[src/rtl/alu_seq_pkg.sv]
// Shared types and constants for the nibble-serial ALU sequencer.
package alu_seq_pkg;

   localparam int NIB_W = 4;

   typedef enum logic [1:0] {
      IDLE = 2'd0,
      RUN  = 2'd1,
      DONE = 2'd2
   } state_t;

endpackage

[src/rtl/dm74ls283_quad_adder.sv]
// Gate-level 4-bit ripple adder modelled on the 74LS283 (sum and carry only).
module dm74ls283_quad_adder
   import alu_seq_pkg::*;
(
   input  logic [NIB_W-1:0] a,
   input  logic [NIB_W-1:0] b,
   input  logic             cin,
   output logic [NIB_W-1:0] sum,
   output logic             cout
);

   logic [NIB_W:0] c;

   assign c[0] = cin;

   generate
      for (genvar gi = 0; gi < NIB_W; gi++) begin : g_bit
         assign sum[gi]  = a[gi] ^ b[gi] ^ c[gi];
         assign c[gi+1]  = (a[gi] & b[gi]) | (c[gi] & (a[gi] ^ b[gi]));
      end
   endgenerate

   assign cout = c[NIB_W];

endmodule

[src/rtl/alu_nibble_sequencer.sv]
// Nibble-serial add/subtract: one 4-bit adder reused for NIBBLES cycles per operation.
// Optional zero/ovf flag outputs are compiled in with ALU_FLAGS_EN.
module alu_nibble_sequencer
   import alu_seq_pkg::*;
#(
   parameter  int NIBBLES = 2,
   localparam int W       = NIB_W * NIBBLES
)(
   input  logic         clk,
   input  logic         rst_n,
   input  logic         start,
   input  logic         sub,
   input  logic [W-1:0] a,
   input  logic [W-1:0] b,
   output logic         busy,
   output logic         done,
   output logic [W-1:0] result,
   output logic         cout
`ifdef ALU_FLAGS_EN
   ,
   output logic         zero,
   output logic         ovf
`endif
);

   localparam int IDX_W = (NIBBLES > 1) ? $clog2(NIBBLES) : 1;
   localparam logic [IDX_W-1:0] LAST_IDX = IDX_W'(NIBBLES - 1);

   state_t           state_reg, state_next;
   logic [IDX_W-1:0] idx_reg;
   logic             carry_reg;
   logic [W-1:0]     a_reg, b_reg;
   logic [W-1:0]     result_reg, result_upd;
   logic             cout_reg;
   logic             accept, step, last;

   logic [NIB_W-1:0] nib_a, nib_b, nib_sum;
   logic             nib_cout;

   assign nib_a = a_reg[NIB_W*idx_reg +: NIB_W];
   assign nib_b = b_reg[NIB_W*idx_reg +: NIB_W];
   assign last  = (idx_reg == LAST_IDX);

   dm74ls283_quad_adder u_adder (
      .a    (nib_a),
      .b    (nib_b),
      .cin  (carry_reg),
      .sum  (nib_sum),
      .cout (nib_cout)
   );

   // Only the nibble selected by idx takes the new sum; the rest keep their value.
   generate
      for (genvar gi = 0; gi < NIBBLES; gi++) begin : g_nib
         assign result_upd[gi*NIB_W +: NIB_W] =
            (idx_reg == IDX_W'(gi)) ? nib_sum : result_reg[gi*NIB_W +: NIB_W];
      end
   endgenerate

   always_comb begin
      state_next = state_reg;
      accept     = 1'b0;
      step       = 1'b0;
      case (state_reg)
         IDLE: begin
            if (start) begin
               accept     = 1'b1;
               state_next = RUN;
            end
         end
         RUN: begin
            step = 1'b1;
            if (last) state_next = DONE;
         end
         DONE:    state_next = IDLE;
         default: state_next = IDLE;
      endcase
   end

   always_ff @(posedge clk) begin
      if (!rst_n) begin
         state_reg  <= IDLE;
         idx_reg    <= '0;
         carry_reg  <= 1'b0;
         a_reg      <= '0;
         b_reg      <= '0;
         result_reg <= '0;
         cout_reg   <= 1'b0;
      end else begin
         state_reg <= state_next;
         if (accept) begin
            a_reg     <= a;
            b_reg     <= b ^ {W{sub}};
            carry_reg <= sub;
            idx_reg   <= '0;
         end else if (step) begin
            result_reg <= result_upd;
            carry_reg  <= nib_cout;
            idx_reg    <= idx_reg + 1'b1;
            if (last) cout_reg <= nib_cout;
         end
      end
   end

`ifdef ALU_FLAGS_EN
   logic zero_reg, ovf_reg;

   // Carry into the top bit is recovered from its sum bit: c_in = a ^ b ^ s.
   always_ff @(posedge clk) begin
      if (!rst_n) begin
         zero_reg <= 1'b0;
         ovf_reg  <= 1'b0;
      end else if (step && last) begin
         zero_reg <= (result_upd == '0);
         ovf_reg  <= nib_a[NIB_W-1] ^ nib_b[NIB_W-1] ^ nib_sum[NIB_W-1] ^ nib_cout;
      end
   end

   assign zero = zero_reg;
   assign ovf  = ovf_reg;
`endif

   assign busy   = (state_reg != IDLE);
   assign done   = (state_reg == DONE);
   assign result = result_reg;
   assign cout   = cout_reg;

endmodule

[config.mk]
export PLATFORM = sky130hd
export DESIGN_NAME = alu_nibble_sequencer
export DESIGN_NICKNAME = d
export VERILOG_FILES = /design/src/rtl/alu_seq_pkg.sv /design/src/rtl/dm74ls283_quad_adder.sv /design/src/rtl/alu_nibble_sequencer.sv
export SDC_FILE = /design/constraint.sdc
export NUM_CORES = 1
export LEC_CHECK = 0
export BUFFER_PORTS_ARGS = -buffer_cell sky130_fd_sc_hd__buf_2
export CORE_UTILIZATION = 25
export DETAILED_ROUTE_END_ITERATION = 8
export SLEW_MARGIN = 20
export SYNTH_ARGS = -nofsm -noshare
export SYNTH_HDL_FRONTEND = slang
export SYNTH_SLANG_ARGS = --single-unit
[constraint.sdc]
create_clock -name clk -period 3.06 [get_ports clk]
set_input_delay 0 -clock clk [delete_from_list [all_inputs] [get_ports clk]]
set_output_delay 0 -clock clk [all_outputs]
set_load 0.05 [all_outputs]
=== Word-level counts from Yosys, hierarchy flattened ===
Cells that the tools add are included.
Widths: inputs -> output; s select.

* Register bits: 29
* Bits in latches: 0
* Word-level logic and storage cells: 54
* ROM bits: 0
* Output and inout bits: 11
* Bits in writable memories: 0
* Memories: 0
* Input port bits: 20

* Eq/ne operators: 4
* Bitwise gates (word level): 24
* Multipliers: 0
* Divide/modulo/power cells: 0
* Muxes and demuxes: 8
* Reduce and logical (&&, ||, !) cells: 7
* Magnitude comparators: 0
* Shift-type cells: 2
* Add/sub/neg operators: 1

{| class="wikitable"
|+ Operators with widths
! operator !! count
|-
| $shiftx 8x4->4 || 2
|-
| $and 1x1->1 || 8
|-
| $xor 1x1->1 || 8
|-
| $xor 8x8->8 || 1
|-
| $reduce_and 3->1 || 2
|-
| $mux 1 || 5
|-
| $mux 2 || 2
|-
| $ne 2x2->1 const B || 2
|-
| $or 1x1->1 || 4
|-
| $pmux 2 s2 || 1
|-
| $reduce_bool 2->1 || 2
|-
| $not 1->1 || 3
|-
| $eq 2x1->1 const B || 1
|-
| $eq 2x2->1 const B || 1
|-
| $logic_not 2->1 || 1
|-
| $reduce_and 2->1 || 1
|-
| $reduce_or 2->1 || 1
|-
| $add 1x1->1 const B || 1
|}

=== Logic depth before layout (Yosys ltp) ===
Gate-level depths: netlist of run 1.

* Depth in word-level cells: 12
* Depth in mapped cells: 12
* Depth with buffers taken out: 11

=== By module ===
A second synthesis of run 1 with hierarchy kept.

* Cell total of the unflattened synthesis: 147
* Area, all modules: 1367.6 um^2

{| class="wikitable"
|+ Modules (own cells, without submodules)
! module !! times used !! seq. area each (um^2) !! cells each !! area an instance (um^2)
|-
| alu_nibble_sequencer || 1 || 580.6 || 133 || 1249.9
|-
| dm74ls283_quad_adder || 1 || 0.0 || 14 || 117.6
|}

=== Worst setup path before layout of run 1 ===
OpenSTA, ideal clock, no wires.

* Kind: reg-to-reg
* Start point: reg idx_reg
* End point: reg result_reg[3] (netlist: result[3])
* Data arrival time: 2457 ps
* Clock period less this slack: 2516 ps
* Required time: 3001 ps
* Stages on the path, launching flop included: 12
* Path buffers: 1
* Slack: 544 ps
* Setup time: 59 ps
* Path through: dfxtp_1 -> buf_6 -> mux2_2 -> fa_1 -> inv_1 -> fa_1 -> inv_1 -> fa_1 -> inv_1 -> fa_1 -> nand2_1 -> o211a_1

* Word-level cells in the longest chain between the ends: 9
* Elaborated cells on any way between the ends: 18
* Those cells by class: 2 x shift; 15 x bitwise; 1 x reduce/logical

{| class="wikitable"
|+ RTL lines
! element !! line !! RTL
|-
| start: declaration || alu_nibble_sequencer.sv:30 || <nowiki>logic [IDX_W-1:0] idx_reg;</nowiki>
|-
| start signal: assignment || alu_nibble_sequencer.sv:99 || <nowiki>idx_reg <= idx_reg + 1'b1;</nowiki>
|-
| $shiftx 8x4->4, on equally long branches || alu_nibble_sequencer.sv:40, alu_nibble_sequencer.sv:41 ||
|-
| $xor 1x1->1 || dm74ls283_quad_adder.sv:19 || <nowiki>assign c[gi+1] = (a[gi] & b[gi]) | (c[gi] & (a[gi] ^ b[gi]));</nowiki>
|-
| $and 1x1->1 || dm74ls283_quad_adder.sv:19 ||
|-
| $or 1x1->1 || dm74ls283_quad_adder.sv:19 ||
|-
| $and 1x1->1 || dm74ls283_quad_adder.sv:19 ||
|-
| $or 1x1->1 || dm74ls283_quad_adder.sv:19 ||
|-
| $and 1x1->1 || dm74ls283_quad_adder.sv:19 ||
|-
| $or 1x1->1 || dm74ls283_quad_adder.sv:19 ||
|-
| $xor 1x1->1 || dm74ls283_quad_adder.sv:18 || <nowiki>assign sum[gi] = a[gi] ^ b[gi] ^ c[gi];</nowiki>
|-
| end signal: assignment || alu_nibble_sequencer.sv:97 || <nowiki>result_reg <= result_upd;</nowiki>
|-
| end: declaration || alu_nibble_sequencer.sv:33 || <nowiki>logic [W-1:0] result_reg, result_upd;</nowiki>
|}

Parallel ways exist; a longest one is shown, timed or not.
A chain may end at the register's enable or synchronous reset.

=== Final worst setup path of run 1 ===
* Start point: reg idx_reg
* End point: reg result_reg[7] (netlist: result[7])

Same word-level chain as after synthesis.

==> out/metrics.cfg, run 1 <==
[status]
outcome = complete, no violations

[cells_and_area]
layout_common_cells = buf_2 (30), dfxtp_1 (29), mux2i_1 (16)
fin_area_um2 = 1750
layout_commonest_cell = buf_2
utilization_pct = 33.5
syn2layout_area_growth_pct = 26.4
nets = 188
drive_gt1_share_pct = 28.5
diodes = 0

[timing]
final.min_clock_period_ns = 2.63
slew_viol_final = 0
period_share_pct = 86.1
rsz0062_at_grt = no
skew_ns = 0.00702
fmax_ghz = 0.380
slew_headroom_pct = 68.4
holdWs_ns = 0.0634
setup_viol_count_final = 0
tightest_slew_ns = 0.474
worst_slack_ns = 0.426
hold_viol_final = 0
fin_tns_setup_ns = 0

[pwr]
power_density_nw_per_um2 = 551
leakagePower_uw = 0.000851
peakVddDrop_mv = 0.157

[place]
finalWeightedCongestion = 0.746
dpl_cell_area_um2 = 1570
place_ws_ns = 0.437
portBuffers = 30
place_hpwl_um = 1890

[global_routing]
antenna_found_initial = 0
grt_use_met1_pct = 13.0
grt_max_degree = 30
grt_pass1_vias = 910
grt_pass1_wl_um = 4540
grt.total_usage_pct = 10.3
grt_util_met3_pct = 4.55
grt_util_met2_pct = 14.9
grt_overflow = 0
grt-busiest-layer = met2

[clock_tree]
cts_tree = built
cts-root-buf = clkbuf_8
cts_resized = 0
cts.clk_slew.worst_paths_ns = 0.07
cts_setup_buffers = 0
clock_path_buffers = 2
cts_sinks = 29
htree_num_levels = 2
cts_buffers = 5
clk_latency_ns = 0.28

[setup_path]
cp-start-kind = flip-flop
crit_type = reg2reg
cp.arrival_ns = 2.87
cp.required_ns = 3.29
path_max_fanout = 6
end_kind = flip-flop

[synthesis]
ys_ff_latch = 29
synth_cell_types = 24
synth_area_per_cell_um2 = 11.0
synth-seq-area-share_pct = 41.8
synth_top_area_share_pct = 41.8
post-synth-top-area-cell = dfxtp_1
syn_nets = 150
synth_area_leaders = dfxtp_1 (42%), mux2i_1 (12%), o211a_1 (9.4%)
synth_cells = 126
yosys_warnings = 0
mappedNetlistArea_um2 = 1390

[hold_path]
min_path_type = in2reg

[floorplanning]
io_pins = 31
initial_utilization_pct = 26.5
die_x_um = 76.5
row_count = 26
die-area_um2 = 5850
die_h_um = 76.5
core_area_um2 = 5240

[route]
viasPerCell = 4.10
vias = 964
drc = 0
ant_nets = 0
wire_per_inst_um = 11.6
wirelength_um = 2720
drt_iter0_drc = 46
first_pass_iters = 4

[job]
cap_viol_max_count = 0

==> cells in the mapped netlist <==
library cell   n
dfxtp_1       29
mux2i_1       16
nand2_1       14
nor2b_1       14
o211a_1       13
xnor2_1        8
inv_1          5
fa_1           4
mux2_2         4
clkbuf_1       3
buf_6          2
buf_8          2
a21oi_1        1
a221oi_1       1
and2_1         1
and3b_1        1
buf_2          1
clkbuf_2       1
nand3b_1       1
nor3b_2        1
nor3b_4        1
o21a_1         1
o21bai_1       1
or2_2          1
==> metal layers <==
layer / part of all wire (%) / wire, um
met2: 44 / 1190
met3: 5.4 / 148
met5: 0 / 0
met4: 2.2 / 60
met1: 49 / 1330
==> what timing repair did <==
action	CTS	global route
endpoints found under the setup margin	0	0
hold buffers	8	0
hold endpoints to repair	8	0
==> worst max-delay path: stages (launching register included) <==
cell and delay (ns):
dfxtp_1 0.46, mux2_2 0.38, fa_1 0.38, inv_1 0.07, fa_1 0.15, inv_1 0.05
fa_1 0.36, inv_1 0.08, fa_1 0.43, nand2_1 0.08, o211a_1 0.14
==> path summary, 6_finish.rpt <==
check	from	depth (start not counted)	endpoint	slack, ns
worst min register to register	carry_reg$_SDFFE_PN0P_	2	carry_reg$_SDFFE_PN0P_	0.49
worst max register to register	idx_reg$_SDFFE_PP0P_	10	result[7]$_SDFFE_PN0P_	0.43
worst min-delay path	b[3]	4	b_reg[3]$_SDFFE_PN0P_	0.06
worst max-delay path	idx_reg$_SDFFE_PP0P_	10	result[7]$_SDFFE_PN0P_	0.43
==> cells by family after synthesis <==
kind of cell    Yosys count  synth area share, %
mux                      20                 14.8
xor+xnor                  8                 5.05
compound gates           17                 11.5
fa+ha+maj                 4                 5.77
simple gates             34                 14.4
buf+inv                  14                 6.67
flops                    29                 41.8
==> area by class of cell <==
| cell class | count | area, um^2 |
|---|---|---|
| Inverter | 5 | 18.8 |
| Multi-Input combinational cell | 83 | 721 |
| Sequential cell | 29 | 581 |
| Clock buffer | 7 | 96.3 |
| Timing Repair Buffer | 40 | 245 |
| Clock inverter | 1 | 5.00 |
| Tap cell | 70 | 87.6 |
| Fill cell | 555 | 3480 |
==> power by group <==
group / switching, uW / leakage, uW / internal [uW]
sequential: 20.0 / 0.000238 / 407
clock: 150 / 0.0000542 / 203
combinational: 101 / 0.000559 / 86.0
==> metrics by stage <==
stage,power (uW),instances
finish,967,235
global route,1020,235
floorplan,579,126
detailed placement,619,219
global placement,617,219
CTS,984,235
No activity file was read; power rests on OpenSTA's default activity.
==> run 2, diff against run 1 <==
--- a/config.mk
+++ b/config.mk
@@ -5,6 +5,7 @@
 export SDC_FILE = /design/constraint.sdc
 export NUM_CORES = 1
 export LEC_CHECK = 0
+export ABC_AREA = 1
 export BUFFER_PORTS_ARGS = -buffer_cell sky130_fd_sc_hd__buf_2
 export CORE_UTILIZATION = 25
 export DETAILED_ROUTE_END_ITERATION = 8
==> constraint.sdc (replaced) <==
create_clock -name clk -period 3.06 [get_ports clk]
set_input_delay 0.612 -clock clk [delete_from_list [all_inputs] [get_ports clk]]
set_output_delay 0.612 -clock clk [all_outputs]
set_load 0.05 [all_outputs]
==> out/metrics.cfg, run 2 <==
[clock_tree]
cts.hold.buffers_added = 0  ; -8
cts_buffers = 5  ; unchanged
clk_latency_ns = 0.28  ; about the same
cts.clk_slew.worst_paths_ns = 0.06  ; about the same
cts_sinks = 29  ; unchanged
cts_resized = 0  ; unchanged
cts_tree = built
clock_path_buffers = 2  ; unchanged
cts_setup_buffers = 0  ; unchanged
htree_num_levels = 2  ; unchanged
cts-root-buf = clkbuf_8

[synthesis]
synth_edf_count = 0  ; unchanged
yosys_warnings = 0  ; unchanged
async_flop_share_pct = 0  ; unchanged
synth_ff_type = dfxtp_1
synth_top_area_share_pct = 40.5  ; -1.4 points
mappedNetlistArea_um2 = 1440  ; +3.4%
synth_cells = 209  ; +66%
yosysMostFrequentCell = nand2_1
ys_top_cells_by_count = nand2_1 (69), nor2_1 (43), dfxtp_1 (29), inv_1 (21), o21ai_0 (12)
synth-seq-area-share_pct = 40.5  ; -1.4 points
post-synth-top-area-cell = dfxtp_1
ys_ff_latch = 29  ; unchanged
synth_area_per_cell_um2 = 6.87  ; -38%
synth_cell_types = 18  ; -25%
synth_area_leaders = dfxtp_1 (40%), nand2_1 (18%), nor2_1 (11%)
syn_nets = 233  ; +55%

[place]
place_inst = 304  ; +39%
portBuffers = 30  ; unchanged
place_hpwl_um = 2200  ; +16%
finalWeightedCongestion = 0.833  ; +12%
dpl_cell_area_um2 = 1630  ; +3.5%

[cells_and_area]
syn2layout_area_growth_pct = 19.0
regArea_um2 = 581  ; unchanged
diodes = 0  ; unchanged
fill_cells = 618  ; +11%
multi_input_area_um2 = 709  ; -1.6%
layout_common_cells = nand2_1 (69), nor2_1 (43), buf_2 (30)
drive_gt1_share_pct = 19.2  ; -9.3 points
fin_area_um2 = 1710  ; -2.6%
layout_commonest_cell = nand2_1
fin_cells = 312  ; +33%
nets = 263  ; +40%
utilization_pct = 31.0  ; -2.5 points

[route]
wire_per_inst_um = 9.17  ; -21%
viasPerCell = 3.94  ; -4.1%
first_pass_iters = 4  ; unchanged
drc = 0  ; unchanged
vias = 1228  ; +27%
drt_iter0_drc = 37  ; -20%
wirelength_um = 2860  ; +5.0%
ant_nets = 0  ; unchanged

[setup_path]
end_kind = flip-flop
crit_family = adder cells
worst-path-buf-inv = 5  ; +2
cp-start-kind = flip-flop
cp.arrival_ns = 2.59  ; -0.28 ns
r2r_cells = 13  ; +3
reg2reg_from = idx_reg$_SDFFE_PP0P_
cp.depth = 13  ; +3
path_max_fanout = 11  ; +5
path_cells = buf_4 -> nand2_1 -> nand2_1 -> fa_1 -> inv_1 -> fa_1 -> inv_1 -> fa_1 -> inv_1 -> fa_1 -> inv_1 -> nor2_1 -> nor2_1
slowest_delay_ns = 0.42  ; -0.04 ns
slowest_stage = fa_1
cp.required_ns = 3.28  ; about the same
startpoint = idx_reg$_SDFFE_PP0P_
crit_type = reg2reg

[floorplanning]
row_count = 27  ; +3.8%
die_h_um = 77.8  ; +1.7%
die-area_um2 = 6050  ; +3.3%
io_pins = 31  ; unchanged
core_area_um2 = 5510  ; +5.1%
initial_utilization_pct = 26.1  ; -0.43 points
die_x_um = 77.8  ; +1.7%

[status]
outcome = complete, no violations

[pwr]
combPwrFrac_pct = 21.3  ; +1.9 points
clockPowerShare_pct = 32.0  ; -4.5 points
leakagePower_uw = 0.000890  ; +4.5%
peakVddDrop_mv = 0.158  ; +0.72%
seqPwrFrac_pct = 46.6  ; +2.4 points
p_sw_uw = 276  ; +1.9%
p_int_uw = 636  ; -8.6%
power_density_nw_per_um2 = 534  ; -3.1%
swShare_pct = 30.3  ; +2.2 points

[timing]
slew_viol_final = 0  ; unchanged
skew_ns = 0.00333  ; -0.00369 ns
period_share_pct = 77.6  ; -8.5 points
fin_tns_setup_ns = 0  ; unchanged
setup_viol_count_final = 0  ; unchanged
fmax_ghz = 0.421  ; +11%
tightest_slew_ns = 0.516  ; +0.0419 ns
rsz0062_at_grt = no
hold_viol_final = 0  ; unchanged
final.min_clock_period_ns = 2.37  ; -0.261 ns
slew_headroom_pct = 65.5  ; -2.9 points

[hold_path]
worstHoldPathCells = 2  ; -2
hp-start = result[4]$_SDFFE_PN0P_
min_path_type = reg2reg

[global_routing]
grt.total_usage_pct = 11.0  ; +0.62 points
grt_pass1_vias = 1124  ; +24%
grt_max_degree = 30  ; unchanged
grt_pass1_wl_um = 5150  ; +14%
grt_overflow = 0  ; unchanged
antenna_found_initial = 0  ; unchanged

[job]
cap_viol_max_count = 0  ; unchanged

[run 2: kinds of logic after synthesis]
| family | share of synthesized area, % |
|---|---|
| AOI/OAI and AO/OA | 4.71 |
| buffers and inverters | 10.1 |
| muxes | 2.79 |
| and+or+nand+nor | 36.4 |
| adders and majority gates | 5.58 |
| DFF | 40.5 |
[run 2: routing by layer]
metal  vias up  global-route usage, %  wire, um
li1        687                      -         -
met1       509                   13.7      1430
met2        28                   17.0      1240
met3         4                   4.12       167
met4         0                   3.96        28
met5         -                      0         0
[run 2: final cells by class]
type | count | share of cell area, %
inverter | 24 | 5.27
timing repair buffer | 31 | 9.23
clock buffer | 8 | 4.69
sequential | 29 | 34.0
multi-input combinational | 148 | 41.5
tap | 72 | 5.27
[run 2: per-stage QoR]
stage / worst slack [ns] / total power [uW] / hold slack, ns
after floorplan: 0.781 / 586 / 0.453
after detailed placement: 0.676 / 632 / 0.467
after global placement: 0.752 / 630 / 0.456
after CTS: 0.661 / 927 / 0.477
final: 0.687 / 912 / 0.468
after global routing: 0.491 / 976 / 0.497
[run 2: power by group through the flow]
| stage | registers, uW | clock network [uW] | logic [uW] |
|---|---|---|---|
| final | 426 | 292 | 195 |
| after detailed placement | 434 | 0 | 198 |
| after global routing | 431 | 322 | 224 |
| after CTS | 426 | 303 | 198 |
| after floorplan | 455 | 0 | 131 |
| after global placement | 435 | 0 | 195 |
[run 2: final timing paths]
kind / endpoint / slack (ns)
worst max-delay path: result[3]$_SDFFE_PN0P_ / 0.69
worst min-delay path: result[4]$_SDFFE_PN0P_ / 0.47
worst max register to register: result[3]$_SDFFE_PN0P_ / 0.69
worst min register to register: result[4]$_SDFFE_PN0P_ / 0.47
[run 2: worst register-to-register path: stages, from the launching register on]
cell and delay, ns:
dfxtp_1 0.31, buf_4 0.17, nand2_1 0.06, nand2_1 0.07
fa_1 0.38, inv_1 0.07, fa_1 0.17, inv_1 0.05
fa_1 0.35, inv_1 0.07, fa_1 0.42, inv_1 0.06
nor2_1 0.04, nor2_1 0.10
